$ cat config.mk
export PLATFORM = sky130hd
export DESIGN_NAME = mem_lsu
export DESIGN_NICKNAME = d
export VERILOG_FILES = /design/src/rtl/mem_lsu_pkg.sv /design/src/rtl/mem_lsu_load_fmt.sv /design/src/rtl/mem_lsu.sv
export SDC_FILE = /design/constraint.sdc
export NUM_CORES = 1
export LEC_CHECK = 0
export BUFFER_PORTS_ARGS = -buffer_cell sky130_fd_sc_hd__buf_2
export CORE_AREA = 10 10 116 118
export CTS_CLUSTER_DIAMETER = 40
export CTS_CLUSTER_SIZE = 16
export DETAILED_ROUTE_END_ITERATION = 8
export DIE_AREA = 0 0 126 128
export PLACE_DENSITY = 0.81
export SYNTH_ARGS = -nofsm -noshare
export SYNTH_HDL_FRONTEND = slang
export SYNTH_SLANG_ARGS = --single-unit
$ cat constraint.sdc
create_clock -name clk -period 1.85 [get_ports clk]
set_clock_uncertainty 0.05 [all_clocks]
set_input_delay 0.37 -clock clk [delete_from_list [all_inputs] [get_ports clk]]
set_output_delay 0.37 -clock clk [all_outputs]
set_load 0.03 [all_outputs]
$ cat src/rtl/mem_lsu_pkg.sv
// mem_lsu_pkg: shared definitions for the load/store unit.
//   Memory op-code constants, FSM state enum, the big-endian lane/byte-enable
//   lookup, store-data lane replication, and the ZeroWord/NOPRegAddr constants.
package mem_lsu_pkg;
    localparam logic [3:0] OP_NOP = 4'd0;
    localparam logic [3:0] OP_LB  = 4'd1;
    localparam logic [3:0] OP_LBU = 4'd2;
    localparam logic [3:0] OP_LH  = 4'd3;
    localparam logic [3:0] OP_LHU = 4'd4;
    localparam logic [3:0] OP_LW  = 4'd5;
    localparam logic [3:0] OP_SB  = 4'd6;
    localparam logic [3:0] OP_SH  = 4'd7;
    localparam logic [3:0] OP_SW  = 4'd8;

    localparam logic [31:0] ZeroWord   = 32'h0000_0000;
    localparam logic [4:0]  NOPRegAddr = 5'b00000;

    typedef enum logic [1:0] {IDLE, BUSY, DONE} state_e;

    function automatic logic is_load(input logic [3:0] op);
        return op inside {OP_LB, OP_LBU, OP_LH, OP_LHU, OP_LW};
    endfunction

    function automatic logic is_store(input logic [3:0] op);
        return op inside {OP_SB, OP_SH, OP_SW};
    endfunction

    function automatic logic is_half(input logic [3:0] op);
        return op inside {OP_LH, OP_LHU, OP_SH};
    endfunction

    function automatic logic is_word(input logic [3:0] op);
        return op inside {OP_LW, OP_SW};
    endfunction

    // Big-endian lanes: offset 0 is the most significant byte.
    function automatic logic [3:0] lane_be(input logic [3:0] op, input logic [1:0] off);
        return op inside {OP_LB, OP_LBU, OP_SB} ? 4'b1000 >> off :
               is_half(op) ? (off[1] ? 4'b0011 : 4'b1100) :
               is_word(op) ? 4'b1111 : 4'b0000;
    endfunction

    // Sub-word stores are replicated across all lanes; byte enables select.
    function automatic logic [31:0] st_data(input logic [3:0] op, input logic [31:0] d);
        return op == OP_SB ? {4{d[7:0]}} : op == OP_SH ? {2{d[15:0]}} : d;
    endfunction
endpackage

$ cat src/rtl/mem_lsu_load_fmt.sv
// mem_load_fmt: load formatting -- big-endian lane select plus sign/zero extension.
//   op_i    : memory op code
//   off_i   : byte offset within the word (addr[1:0])
//   rdata_i : raw 32-bit bus word
//   data_o  : formatted 32-bit register value
module mem_load_fmt
    import mem_lsu_pkg::*;
(
    input  logic [3:0]  op_i,
    input  logic [1:0]  off_i,
    input  logic [31:0] rdata_i,
    output logic [31:0] data_o
);
    logic [7:0]  b;
    logic [15:0] h;
    // Offset 0 sits at [31:24], so shift right by 8*(3-off).
    assign b = 8'(rdata_i >> {~off_i, 3'b000});
    assign h = off_i[1] ? rdata_i[15:0] : rdata_i[31:16];
    always_comb
        data_o = op_i == OP_LB  ? {{24{b[7]}}, b} :
                 op_i == OP_LBU ? {24'b0, b} :
                 op_i == OP_LH  ? {{16{h[15]}}, h} :
                 op_i == OP_LHU ? {16'b0, h} : rdata_i;
endmodule

$ cat src/rtl/mem_lsu.sv
// mem_lsu: pipeline memory stage with a handshaked bus and timeout.
//   Pipeline in : wd_i, wreg_i, wdata_i, mem_op_i, mem_addr_i, reg2_i
//   Pipeline out: wd_o, wreg_o, wdata_o, stallreq_o, bus_err_o
//   Bus         : mem_req_o, mem_we_o, mem_addr_o, mem_be_o, mem_wdata_o,
//                 mem_rdata_i, mem_ack_i
//   rst is asynchronous, active-low.
//   Optional MEM_ALIGN_CHECK_EN: misaligned half/word ops raise bus_err_o
//   in IDLE instead of issuing a request.
module mem_lsu #(
    parameter int ADDR_W     = 32,
    parameter int REG_ADDR_W = 5,
    parameter int TIMEOUT    = 16
) (
    input  logic                  clk,
    input  logic                  rst,
    input  logic [REG_ADDR_W-1:0] wd_i,
    input  logic                  wreg_i,
    input  logic [31:0]           wdata_i,
    input  logic [3:0]            mem_op_i,
    input  logic [ADDR_W-1:0]     mem_addr_i,
    input  logic [31:0]           reg2_i,
    output logic [REG_ADDR_W-1:0] wd_o,
    output logic                  wreg_o,
    output logic [31:0]           wdata_o,
    output logic                  stallreq_o,
    output logic                  bus_err_o,
    output logic                  mem_req_o,
    output logic                  mem_we_o,
    output logic [ADDR_W-1:0]     mem_addr_o,
    output logic [3:0]            mem_be_o,
    output logic [31:0]           mem_wdata_o,
    input  logic [31:0]           mem_rdata_i,
    input  logic                  mem_ack_i
);
    import mem_lsu_pkg::*;

    localparam int CW = $clog2(TIMEOUT + 1);

    state_e        state_q, state_d;
    logic [CW-1:0] cnt_q, cnt_d;
    logic [31:0]   data_q, data_d, fmt;
    logic          err_q, err_d, load, store, mem, mis, req, tmo;

    assign load  = is_load(mem_op_i);
    assign store = is_store(mem_op_i);
    assign mem   = load | store;
`ifdef MEM_ALIGN_CHECK_EN
    assign mis = (is_half(mem_op_i) && mem_addr_i[0]) || (is_word(mem_op_i) && mem_addr_i[1:0] != 2'b00);
`else
    assign mis = 1'b0;
`endif
    assign req = (state_q == IDLE && mem && !mis) || state_q == BUSY;
    // The final BUSY cycle still samples ack, so an on-time ack beats the timeout.
    assign tmo = state_q == BUSY && !mem_ack_i && cnt_q == CW'(TIMEOUT - 1);

    mem_load_fmt u_fmt (
        .op_i    (mem_op_i),
        .off_i   (mem_addr_i[1:0]),
        .rdata_i (mem_rdata_i),
        .data_o  (fmt)
    );

    always_comb begin
        state_d = state_q;
        err_d   = 1'b0;
        case (state_q)
            IDLE:    if (req) state_d = mem_ack_i ? DONE : BUSY;
            BUSY:    if (mem_ack_i || tmo) begin
                         state_d = DONE;
                         err_d   = tmo;
                     end
            default: state_d = IDLE;
        endcase
        cnt_d  = (state_q == BUSY && state_d == BUSY) ? cnt_q + 1'b1 : '0;
        data_d = (req && mem_ack_i) ? fmt : data_q;
    end

    always_ff @(posedge clk or negedge rst) begin
        if (!rst) begin
            state_q <= IDLE;
            cnt_q   <= '0;
            data_q  <= ZeroWord;
            err_q   <= 1'b0;
        end else begin
            state_q <= state_d;
            cnt_q   <= cnt_d;
            data_q  <= data_d;
            err_q   <= err_d;
        end
    end

    always_comb begin
        wd_o        = wd_i;
        wreg_o      = state_q == DONE ? wreg_i & load & ~err_q : wreg_i & ~mem;
        wdata_o     = (state_q == DONE && load) ? data_q : wdata_i;
        stallreq_o  = req;
        bus_err_o   = state_q == DONE ? err_q : (state_q == IDLE && mis);
        mem_req_o   = req;
        mem_we_o    = req & store;
        mem_addr_o  = req ? {mem_addr_i[ADDR_W-1:2], 2'b00} : '0;
        mem_be_o    = req ? lane_be(mem_op_i, mem_addr_i[1:0]) : 4'b0000;
        mem_wdata_o = (req && store) ? st_data(mem_op_i, reg2_i) : ZeroWord;
        if (!rst) begin
            wd_o        = '0;
            wreg_o      = 1'b0;
            wdata_o     = ZeroWord;
            stallreq_o  = 1'b0;
            bus_err_o   = 1'b0;
            mem_req_o   = 1'b0;
            mem_we_o    = 1'b0;
            mem_addr_o  = '0;
            mem_be_o    = 4'b0000;
            mem_wdata_o = ZeroWord;
        end
    end
endmodule

## Yosys cells after proc, flatten, opt, wreduce, memory -nomap -nowiden

Index checks and enable logic that the tools add are counted.

- Multiplexer cells: 33
- Reductions and logical operators: 16
- Bitwise operators: 8
- Shift operators: 2
- Equal/unequal tests: 12
- Add/subtract/negate cells: 1

Operator list:

| cell | count |
|---|---|
| 2-to-1 mux 32 bit | 12 |
| >> shifter 32 x 5 -> 8 bit | 1 |
| 2-to-1 mux 4 bit | 6 |
| equality test 4 x 3 -> 1 bit, second input constant | 4 |
| 2-to-1 mux 16 bit | 1 |
| 2-to-1 mux 5 bit | 2 |
| nonzero test 3 bit | 3 |
| equality test 4 x 2 -> 1 bit, second input constant | 2 |
| 2-to-1 mux 1 bit | 8 |
| logical AND 1 bit | 7 |
| 2-to-1 mux 2 bit | 3 |
| adder 5 x 1 -> 5 bit, second input constant | 1 |
| equality test 5 x 4 -> 1 bit, second input constant | 1 |
| nonzero test 5 bit | 1 |
| AND 1 bit | 4 |
| equality test 2 x 1 -> 1 bit, second input constant | 2 |
| equality test 4 x 1 -> 1 bit, second input constant | 1 |
| equality test 4 bit, second input constant | 1 |
| case mux 2 bit (2 select lines) | 1 |
| >> shifter 4 x 2 -> 4 bit, first input constant | 1 |
| equality test 2 bit, second input constant | 1 |
| logical NOT 2 bit | 1 |
| logical OR 1 bit | 2 |
| inverter 1 bit | 2 |
| other kinds (4) | 4 |

- Flip-flop bits (word level): 40
- Output and inout bits: 110
- Logic and storage cells: 76

## Longest topological paths before layout

Gate-level depths: netlist of run 1.

- Depth after elaboration: 10
- Mapped depth: 7
- Mapped depth without buffers: 5

## Hierarchy

From an unflattened synthesis of run 1, not the netlist that was laid out.

- Cells, all modules: 521
- Area total of the unflattened synthesis: 4309.1 sq um

By module, submodules not included:

| module | cells an instance | area each (sq um) | instances |
|---|---|---|---|
| mem_lsu | 371 | 3136.8 | 1 |
| mem_load_fmt | 150 | 1172.4 | 1 |

## Worst setup path before layout of run 1

OpenSTA, ideal clock, no wires.

- Path kind: input port to output port
- From: in mem_op_i[2]
- To: out mem_wdata_o[27]
- Path buffers: 1
- Data required time: 1.430 ns
- Stages on the path: 5
- Setup slack: -0.758 ns
- Arrival time: 2.188 ns
- Path through: nor3_4 -> mux2i_2 -> nand3_2 -> buf_2 -> a211oi_1

- Cells in the longest elaborated chain, start to end: 8
- Elaborated cells on any way between the ends: 18
- Classes of those cells: 8 x eq/ne; 4 x mux; 1 x bitwise; 5 x reduce/logical

Ends and longest elaborated chain:

| what | line | source |
|---|---|---|
| start: declaration | mem_lsu.sv:19 | `input logic [3:0] mem_op_i,` |
| equality test 4 x 1 -> 1 bit, or another cell as far along | mem_lsu_pkg.sv:21 | `return op inside {OP_LB, OP_LBU, OP_LH, OP_LHU, OP_LW};` |
| nonzero test 5 bit or nonzero test 3 bit (tied branches) | mem_lsu_pkg.sv:21, mem_lsu_pkg.sv:25 |  |
| OR 1 bit | mem_lsu.sv:46 | `assign mem = load \| store;` |
| logical AND 1 bit | mem_lsu.sv:52 | `assign req = (state_q == IDLE && mem && !mis) \|\| state_q == BUSY;` |
| logical OR 1 bit | mem_lsu.sv:52 |  |
| logical AND 1 bit | mem_lsu.sv:102 | `mem_wdata_o = (req && store) ? st_data(mem_op_i, reg2_i) : ZeroWord;` |
| 2-to-1 mux 32 bit * | mem_lsu.sv:102 |  |
| 2-to-1 mux 32 bit * | mem_lsu.sv:103 | `if (!rst) begin` |
| end: declaration | mem_lsu.sv:31 | `output logic [31:0] mem_wdata_o,` |

Mark *: on every way between the ends. The rest lies on a longest branch, timed or not.

## Final worst setup path of run 1

- From: reg state_q[0]
- To: out wdata_o[0]

- Cells in the longest elaborated chain, start to end: 4

Ends and longest elaborated chain:

| what | line | source |
|---|---|---|
| start: declaration | mem_lsu.sv:39 | `state_e state_q, state_d;` |
| start signal: assignment | mem_lsu.sv:85 | `state_q <= state_d;` |
| equality test 2 bit | mem_lsu.sv:95 | `wdata_o = (state_q == DONE && load) ? data_q : wdata_i;` |
| logical AND 1 bit | mem_lsu.sv:95 |  |
| 2-to-1 mux 32 bit | mem_lsu.sv:95 |  |
| 2-to-1 mux 32 bit | mem_lsu.sv:103 |  |
| end: declaration | mem_lsu.sv:24 | `output logic [31:0] wdata_o,` |

Every way passes these cells.

==> reports/metrics.yaml, run 1 <==
clock_tree:
  numClockSinks: 40
  cts.clk_slew.worst_paths_ns: 0.06
  cts_tree: "done"
  cts_buffers: 5
  clockBufferDepth: 2
  clk_latency_ns: 0.28
  hold_buffers: 0
  cts_root_buf: "clkbuf_16"
  htreeDepth: 2
hold_path:
  hp-class: "input pin to async pin"
flow_run:
  drv_cap: 0
yosys:
  yosys_register_bits: 40
  synth_edf_count: 0
  synth_cells: 486
  avgSynthCellArea_sq_um: 7.80
  synthesis.area_sq_um: 3790
  ys_async_sr_fraction: 1.00
  synth_seq_area_share: 0.264
  ys.warnings.count: 0
  synth_cell_types: 51
  synth_ff_type: "dfrtp_1"
global_route:
  grt_max_degree: 34
  grt_pass1_vias: 5563
  grt_pass1_wl_um: 30600
  antenna_found_initial: 3
  grt_usage: 0.234
  grt-ovfl-total: 0
detailed_routing:
  via_per_inst: 5.64
  dr_total_vias: 5230
  routed_wl_um: 21200
  drcViolationCount: 0
  first_pass_iters: 5
  drtAntennaViolNets: 0
  routedWlPerCell_um: 22.8
  drt-initial-drc-count: 442
worst_setup_path:
  crit_path_end_kind: "output port"
  max_stage_delay_ns: 0.42
  critPathKind: "flip-flop to output port"
  crit_family: "compound AO/OA/AOI/OAI gates"
  start_kind: "flip-flop"
  cp_max_fo: 19
  arrival_ns: 1.84
  worstPathRequired_ns: 1.43
  cp_slowest_cell: "a2111o_2"
  path_buf_inv: 2
  crit_chain: "nand2b_4, a2111o_2, buf_12, nand2_1, a21boi_4, buf_6"
final_layout:
  regArea_sq_um: 1000
  area_growth_pct: 111
  nNetsFinal: 924
  drive_gt1_frac: 0.690
  multi_input_area_sq_um: 3810
  fill_cells: 764
  final_cell_mix: "142 x buf_2, 111 x buf_6, 56 x buf_4"
  final_common_cell: "buf_2"
timing:
  report.final.slew_viol_count: 0
  final.setup.tns_ns: -35.89
  final_hold_viol_count: 0
  fmax_mhz: 442
  post-route-period-util: 1.22
  rsz0062_at_grt: "yes"
  min_period_ns: 2.26
  setup_viol_count_final: 111
  setup_ws_ns: -0.411
power_and_ir_drop:
  finalPower_uw: 4610
  vdd_drop_max_mv: 0.405
  total_leakage_power_uw: 0.00381
  powerDensity_nw_per_um2: 576
die:
  die_h_um: 128
  start_util: 0.338
  io_pins: 251
  row_count: 39
  core_area_sq_um: 11200
  die_x_um: 126
  die-area_sq_um: 16100
placement:
  place_hpwl_um: 15100
  place.gp.congestion: 0.956
  numPortBuffers: 248
outcome:
  outcome: "finished, violations left"
  failed_checks: "setup timing"
[cell type report]
| class | instances | share of cell area |
|---|---|---|
| diodes | 4 | 0.00125 |
| clock buffers | 6 | 0.0161 |
| clock inverters | 1 | 0.000626 |
| inverters | 3 | 0.00188 |
| multi-input cells | 398 | 0.476 |
| flip-flops and latches | 40 | 0.125 |
| well taps | 143 | 0.0224 |
| repair buffers | 332 | 0.355 |
| repair inverters | 1 | 0.000938 |
[worst register-to-register path: stages, from the launching register on]
cell	delay (ns)
dfrtp_1	0.37
buf_6	0.14
nor2b_4	0.05
mux2i_4	0.21
buf_6	0.15
buf_6	0.10
buf_6	0.17
nand3_1	0.09
buf_4	0.18
o211ai_1	0.19
[worst paths after layout]
kind	startpoint	end	slack [ns]	depth (start not counted)
worst max-delay path	state_q[0]	wdata_o[0]	-0.41	6
worst min-delay path	rst	data_q[26]	0.15	2
worst max register to register	state_q[0]	data_q[0]	0.05	9
worst min register to register	cnt_q[0]	cnt_q[0]	0.42	1
max in group asynchronous	rst	data_q[0]	1.02	3
min in group clk	mem_rdata_i[12]	data_q[12]	0.31	3
[timing repair]
| action | CTS | global route |
|---|---|---|
| buffers inserted | 3 | 15 |
| pin swaps | 17 | 57 |
| resized for setup | 198 | 111 |
| cloned | 6 | 2 |
| setup endpoints to repair | 134 | 119 |
[cell usage after synthesis (8+ instances only)]
master | n | area share
a211oi_1 | 8 | 0.016
a21boi_0 | 23 | 0.046
a21boi_1 | 9 | 0.018
a21oi_1 | 31 | 0.041
a2bb2oi_1 | 16 | 0.037
a31oi_1 | 8 | 0.013
and2_1 | 15 | 0.025
and3_1 | 35 | 0.058
buf_2 | 8 | 0.011
clkbuf_1 | 27 | 0.027
dfrtp_1 | 40 | 0.26
mux2i_1 | 17 | 0.045
mux4_2 | 8 | 0.048
nand2_1 | 109 | 0.11
nand3_1 | 9 | 0.012
nand4b_1 | 8 | 0.018
nor2_1 | 18 | 0.018
o211ai_1 | 10 | 0.020
o21ai_0 | 28 | 0.037
[sequential cells by signal, summed over array words and instances, names as in the netlist]
register  count
data_q       32
err_q         1
state_q       2
cnt_q         5
[per-stage QoR]
step / hold WS [ns] / std cells / setup slack [ns] / cell area [sq um] / utilization
after floorplan: 0.0244 / 487 / -0.431 / 4880 / -
after global placement: 0.395 / 892 / -0.440 / 6520 / 0.581
after detailed placement: 0.412 / 892 / -0.493 / 6520 / 0.581
after CTS: 0.135 / 908 / -0.418 / 7380 / 0.658
after global routing: 0.193 / 927 / -0.476 / 8000 / 0.713
final: 0.149 / 928 / -0.411 / 8000 / 0.713
[kinds of logic (layout without fill, tap and decap cells)]
| family | count (synthesis) | after routing | share of synthesized area |
|---|---|---|---|
| compound gates | 144 | 144 | 0.261 |
| simple gates | 218 | 219 | 0.293 |
| fa+ha+maj | 2 | 2 | 0.00660 |
| other cells | 1 | 6 | 0.000989 |
| mux | 27 | 27 | 0.0990 |
| buf+inv | 50 | 343 | 0.0670 |
| xor+xnor | 4 | 4 | 0.00924 |
| flops | 40 | 40 | 0.264 |
[power by group]
group | switching [uW] | internal [uW] | leakage (uW)
Sequential | 246 | 1100 | 0.000476
Clock | 335 | 490 | 0.0000667
Combinational | 1270 | 1170 | 0.00327
[layer usage]
metal | GRT usage | wire length, um | vias to the layer above | part of all wire
met5 | 0 | 0 | - | 0
met1 | 0.237 | 7270 | 2517 | 0.34
met4 | 0.0737 | 742 | 0 | 0.035
met3 | 0.0806 | 2050 | 57 | 0.097
met2 | 0.438 | 11100 | 318 | 0.53
li1 | - | - | 2338 | -
Power figures use the tool's default switching activity.
==> inputs of run 2 (changes only) <==
Clock period 1.85 ns to 1.91 ns, I/O delays scaled along.
==> run 2 against run 1 <==
Against the previous run: the flow still finishes with violations (setup timing); highest routed layer is now met5; non-clock buffer count shrank 11; die area unchanged; flip-flop and latch count stayed put; sequential share of layout area increased by 0.51 points; hold slack better by 0.043 ns.
==> reports/metrics.yaml, run 2 (synthesis results as in run 1) <==
outcome:
  outcome: "finished, violations left"
  failed_checks: "setup timing"
final_layout:
  final_cell_mix: "144 x buf_2, 88 x buf_6, 67 x buf_4"
  nNetsFinal: 913  # -1.2%
  drive_gt1_frac: 0.665  # -0.0248
  top_regs: "data_q x32, cnt_q x5, state_q x2"
  final_cell_area_sq_um: 7690  # -3.9%
  top_register: "data_q"
  final_common_cell: "buf_2"
  final_util: 0.685  # -0.0280
  area_growth_pct: 103
  largest_reg_flops: 32  # unchanged
  diodes: 0  # -4
timing:
  setup_viol_count_final: 102  # -8.1%
  holdWs_ns: 0.192  # +0.0431 ns
  report.final.slew_viol_count: 0  # unchanged
  min_period_ns: 2.30
  final_hold_viol_count: 0  # unchanged
  post-route-period-util: 1.21
  setup_ws_ns: -0.394  # +0.0170 ns
  fmax_mhz: 434
  rsz0062_at_grt: "yes"
die:
  die_x_um: 126  # unchanged
  row_count: 39  # unchanged
  start_util: 0.338  # unchanged
  die_h_um: 128  # unchanged
  core_area_sq_um: 11200  # unchanged
  io_pins: 251  # unchanged
  die-area_sq_um: 16100  # unchanged
power_and_ir_drop:
  p_sw_frac: 0.384  # -0.0169
  power.internal_uw: 2740  # -0.85%
  vdd_drop_max_mv: 0.454  # +12%
  power.switching_uw: 1710  # -7.6%
  comb_power_share: 0.498  # -0.031
  powerDensity_nw_per_um2: 578  # +0.37%
  p_clk_frac: 0.217  # +0.038
  total_leakage_power_uw: 0.00370  # -3.0%
  seqPwrFrac: 0.285  # -0.007
global_route:
  antenna_found_initial: 1  # -2
  grt_usage: 0.222  # -0.0113
  met2_usage: 0.415  # -0.0226
  busiest_layer: "met2"
  grt_pass1_vias: 5421  # -2.6%
  use_met3: 0.0740  # -0.00662
  grt_max_degree: 44  # +29%
  grt-ovfl-total: 0  # unchanged
  use_met1: 0.228  # -0.00927
  grt_pass1_wl_um: 29200  # -4.6%
worst_setup_path:
  cp_max_fo: 15  # -4
  crit_family: "buffers and inverters"
  cp_slowest_cell: "dfrtp_1"
  worstPathRequired_ns: 1.48  # +0.05 ns
  crit_path_end_kind: "output port"
  worst_path_most_repeated_cell: "buf_4"
  arrival_ns: 1.87  # +0.03 ns
  start_kind: "flip-flop"
  crit_chain: "buf_4, nor2b_4, mux2i_4, buf_6, bufbuf_16, and3_2, buf_4"
  critPathKind: "flip-flop to output port"
  max_stage_delay_ns: 0.41  # about the same
  path_buf_inv: 4  # +2
placement:
  place.gp.congestion: 0.907  # -5.2%
  placed_cell_area_sq_um: 6590  # +1.0%
  numPortBuffers: 248  # unchanged
  place_hpwl_um: 14400  # -5.0%
detailed_routing:
  drtAntennaViolNets: 0  # unchanged
  routed_wl_um: 19500  # -7.8%
  routedWlPerCell_um: 21.4  # -6.3%
  via_per_inst: 5.49  # -2.5%
  drt-initial-drc-count: 328  # -26%
  first_pass_iters: 4  # -1
  dr_total_vias: 5021  # -4.0%
  drcViolationCount: 0  # unchanged
clock_tree:
  cts.clk_slew.worst_paths_ns: 0.06  # about the same
  cts_buffers: 5  # unchanged
  htreeDepth: 2  # unchanged
  cts_tree: "done"
  numClockSinks: 40  # unchanged
  cts_root_buf: "clkbuf_16"
  clockBufferDepth: 2  # unchanged
  clk_latency_ns: 0.28  # about the same
hold_path:
  hp-class: "input pin to async pin"
flow_run:
  drv_cap: 0  # unchanged
run 2: cell types whose count changed in the layout (fill, tap and decap cells not counted), moves of 6 or more:
| cell | before | now |
|---|---|---|
| a21oi_2 | 16 | 7 |
| a21oi_4 | 4 | 13 |
| and3_2 | 0 | 24 |
| and3_4 | 31 | 7 |
| buf_4 | 56 | 67 |
| buf_6 | 111 | 88 |
| nand2_1 | 46 | 53 |
| nand2_4 | 53 | 45 |
| nand3_1 | 3 | 9 |
| nand3_2 | 6 | 0 |
run 2: path summary, 6_finish.rpt:
| check | slack [ns] | end | depth (start not counted) | startpoint |
|---|---|---|---|---|
| max | -0.39 | mem_addr_o[6] | 7 | state_q[0] |
| min | 0.19 | data_q[2] | 3 | rst |
| max reg2reg | 0.16 | data_q[27] | 7 | state_q[0] |
| min reg2reg | 0.41 | cnt_q[0] | 1 | cnt_q[0] |
| max in group asynchronous | 1.11 | data_q[3] | 3 | rst |
| min in group clk | 0.33 | data_q[16] | 3 | mem_rdata_i[16] |
run 2: cell type report:
cell class / instances / area, sq um
repair inverters: 1 / 7.51
repair buffers: 321 / 2650
flip-flops and latches: 40 / 1000
clock inverters: 3 / 42.5
fillers: 842 / 3540
clock buffers: 5 / 125
well taps: 143 / 179
multi-input cells: 398 / 3670
inverters: 3 / 15.0
run 2: metal layers:
metal / part of all wire / routed length [um]
met5: 0.00092 / 18
met4: 0.027 / 530
met3: 0.099 / 1930
met2: 0.52 / 10200
met1: 0.35 / 6850
run 2: tightest hold or removal path, cell delays in order:
cell    delay (ns)
buf_2         0.10
buf_4         0.17
buf_12        0.23
run 2: power by group through the flow:
stage | combinational, uW | sequential, uW | clock, uW
after CTS | 2100 | 1270 | 974
after detailed placement | 1900 | 1280 | 0
after global routing | 2360 | 1290 | 1010
after global placement | 1860 | 1270 | 0
final | 2210 | 1270 | 964
after floorplan | 1270 | 1230 | 0
run 2: stage by stage:
| step | setup WS, ns | power, uW | setup TNS (ns) | instances |
|---|---|---|---|---|
| floorplan | -0.395 | 2500 | -22.05 | 487 |
| global placement | -0.411 | 3130 | -38.39 | 895 |
| detailed placement | -0.419 | 3180 | -40.08 | 895 |
| CTS | -0.393 | 4340 | -30.39 | 909 |
| global route | -0.446 | 4660 | -36.63 | 914 |
| finish | -0.394 | 4440 | -32.80 | 914 |
run 2: what timing repair did:
item	4_1_cts	5_1_grt
setup buffers	3	2
hold endpoints to repair	1	0
pin swaps	12	10
hold buffers	1	0
gates cloned	2	3
endpoints found under the setup margin	119	125
gates resized for setup	185	48
==> inputs of run 3 (changes only) <==
Settings changed: RECOVER_POWER from default to 25.
==> run 3 against run 2 <==
Against the previous run: the flow still finishes with violations (setup timing); worst setup slack is essentially flat; clock power is essentially flat; via count grew 0.26%; critical path type unchanged; largest cell class unchanged.
==> reports/metrics.yaml, run 3 (synthesis results as in run 1) <==
flow_run:
  drv_cap: 0  # unchanged
detailed_routing:
  routed_wl_um: 19500  # -0.11%
  routedWlPerCell_um: 21.4  # -0.11%
  drcViolationCount: 0  # unchanged
  dr_total_vias: 5034  # +0.26%
  via_per_inst: 5.51  # +0.26%
  drt-initial-drc-count: 329  # +0.30%
  drtAntennaViolNets: 0  # unchanged
  first_pass_iters: 4  # unchanged
hold_path:
  hp-class: "input pin to async pin"
final_layout:
  final_cell_mix: "143 x buf_2, 88 x buf_6, 66 x buf_4"
  top_register: "data_q"
  fill_cells: 843  # +0.12%
  final_cell_area_sq_um: 7680  # about the same
  largest_reg_flops: 32  # unchanged
  instances_no_fill: 914  # unchanged
  drive_gt1_frac: 0.663  # -0.00259
  final_common_cell: "buf_2"
  regArea_sq_um: 1000  # unchanged
  diodes: 0  # unchanged
  nNetsFinal: 913  # unchanged
  top_regs: "data_q x32, cnt_q x5, state_q x2"
  area_growth_pct: 103  # about the same
  multi_input_area_sq_um: 3670  # unchanged
global_route:
  grt-ovfl-total: 0  # unchanged
  grt_pass1_vias: 5421  # unchanged
  antenna_found_initial: 1  # unchanged
  grt_max_degree: 44  # unchanged
  grt_pass1_wl_um: 29200  # unchanged
  grt_usage: 0.222  # unchanged
placement:
  placed_cell_area_sq_um: 6590  # unchanged
  place_hpwl_um: 14400  # unchanged
  place_inst: 895  # unchanged
  numPortBuffers: 248  # unchanged
  place.gp.congestion: 0.907  # unchanged
timing:
  fmax_mhz: 434  # about the same
  post-route-period-util: 1.21  # about the same
  report.final.slew_viol_count: 0  # unchanged
  slew_headroom: 0.561
  min_period_ns: 2.30  # +0.0000170 ns
  final.setup.tns_ns: -33.07  # -0.265 ns
  worstMarginPinSlew_ns: 0.658
  holdWs_ns: 0.241  # +0.0485 ns
  setup_ws_ns: -0.394  # -0.0000170 ns
  rsz0062_at_grt: "yes"
  final_hold_viol_count: 0  # unchanged
  setup_viol_count_final: 103  # +0.98%
worst_setup_path:
  start_kind: "flip-flop"
  worstReg2RegEnd: "data_q[1]"
  critPathKind: "flip-flop to output port"
  arrival_ns: 1.87  # about the same
  path_buf_inv: 4  # unchanged
  r2r-start: "state_q[0]"
  r2r_cells: 8  # +1
  cp_max_fo: 15  # unchanged
  max_stage_delay_ns: 0.41  # about the same
  ff2ff_setup_slack_ns: 0.16  # about the same
  worstPathRequired_ns: 1.48  # about the same
  worst_path_most_repeated_cell: "buf_4"
  crit_chain: "buf_4, nor2b_4, mux2i_4, buf_6, bufbuf_16, and3_2, buf_4"
  crit_family: "buffers and inverters"
  cp_slowest_cell: "dfrtp_1"
  crit_path_end_kind: "output port"
outcome:
  failed_checks: "setup timing"
  outcome: "finished, violations left"
power_and_ir_drop:
  powerDensity_nw_per_um2: 578  # about the same
  vdd_drop_max_mv: 0.455  # about the same
  finalPower_uw: 4440  # about the same
  total_leakage_power_uw: 0.00369  # -0.17%
die:
  core_area_sq_um: 11200  # unchanged
  die_h_um: 128  # unchanged
  die-area_sq_um: 16100  # unchanged
  start_util: 0.338  # unchanged
  die_x_um: 126  # unchanged
  io_pins: 251  # unchanged
  row_count: 39  # unchanged
clock_tree:
  clockBufferDepth: 2  # unchanged
  cts.clk_slew.worst_paths_ns: 0.06  # about the same
  numClockSinks: 40  # unchanged
  cts_tree: "done"
  cts_root_buf: "clkbuf_16"
  cts_buffers: 5  # unchanged
  clk_latency_ns: 0.28  # about the same
  htreeDepth: 2  # unchanged
run 3: changes by cell type in the layout (fill, tap and decap cells not counted), sizes merged:
cell    before  now
buf        316  314
clkbuf       8   10
run 3: worst register-to-register path, delay by kind of cell, from the launching register on:
family	cells	cell delay, ns
AO/OA/AOI/OAI	1	0.19
buffers and inverters	4	0.68
flip-flops	1	0.39
multiplexers	1	0.20
AND/OR/NAND/NOR	2	0.15
run 3: how the worst max path moves through the flow:
stage	slack, ns	depth (start not counted)	start	endpoint
after global placement	-0.41	7	mem_op_i[1]	wreg_o
after global routing	-0.45	7	state_q[0]	wdata_o[3]
after floorplan	-0.40	5	mem_op_i[0]	mem_wdata_o[27]
after CTS	-0.39	7	state_q[0]	wdata_o[21]
final	-0.39	7	state_q[0]	mem_addr_o[6]
after detailed placement	-0.42	7	mem_op_i[1]	wreg_o
run 3: per-layer routing:
layer / GRT usage / share of wire
met1: 0.228 / 0.35
met2: 0.415 / 0.52
met3: 0.0740 / 0.10
met4: 0.0717 / 0.027
met5: 0 / 0.00092
run 3: per-stage QoR:
| step | util | worst slack [ns] |
|---|---|---|
| floorplan | - | -0.395 |
| finish | 0.684 | -0.394 |
| CTS | 0.659 | -0.393 |
| detailed placement | 0.587 | -0.419 |
| global route | 0.684 | -0.446 |
| global placement | 0.587 | -0.411 |
run 3: cell type report:
cell class	count	share of cell area
Clock buffer	5	0.0163
Clock inverter	3	0.00554
Inverter	3	0.00195
Multi-Input combinational cell	398	0.477
Sequential cell	40	0.130
Tap cell	143	0.0233
Timing Repair Buffer	321	0.344
Timing Repair inverter	1	0.000977
run 3: power breakdown:
group	switching (uW)	leakage, uW	internal (uW)
clock	351	0.0000798	614
combinational	1150	0.00313	1060
sequential	201	0.000476	1070
run 3: timing repair:
item / in CTS / in global routing
pin swaps: 12 / 10
endpoints found under the setup margin: 119 / 125
hold buffers: 1 / 0
gates resized for setup: 185 / 48
gates cloned: 2 / 3
buffers inserted: 3 / 2
hold endpoints to repair: 1 / 0
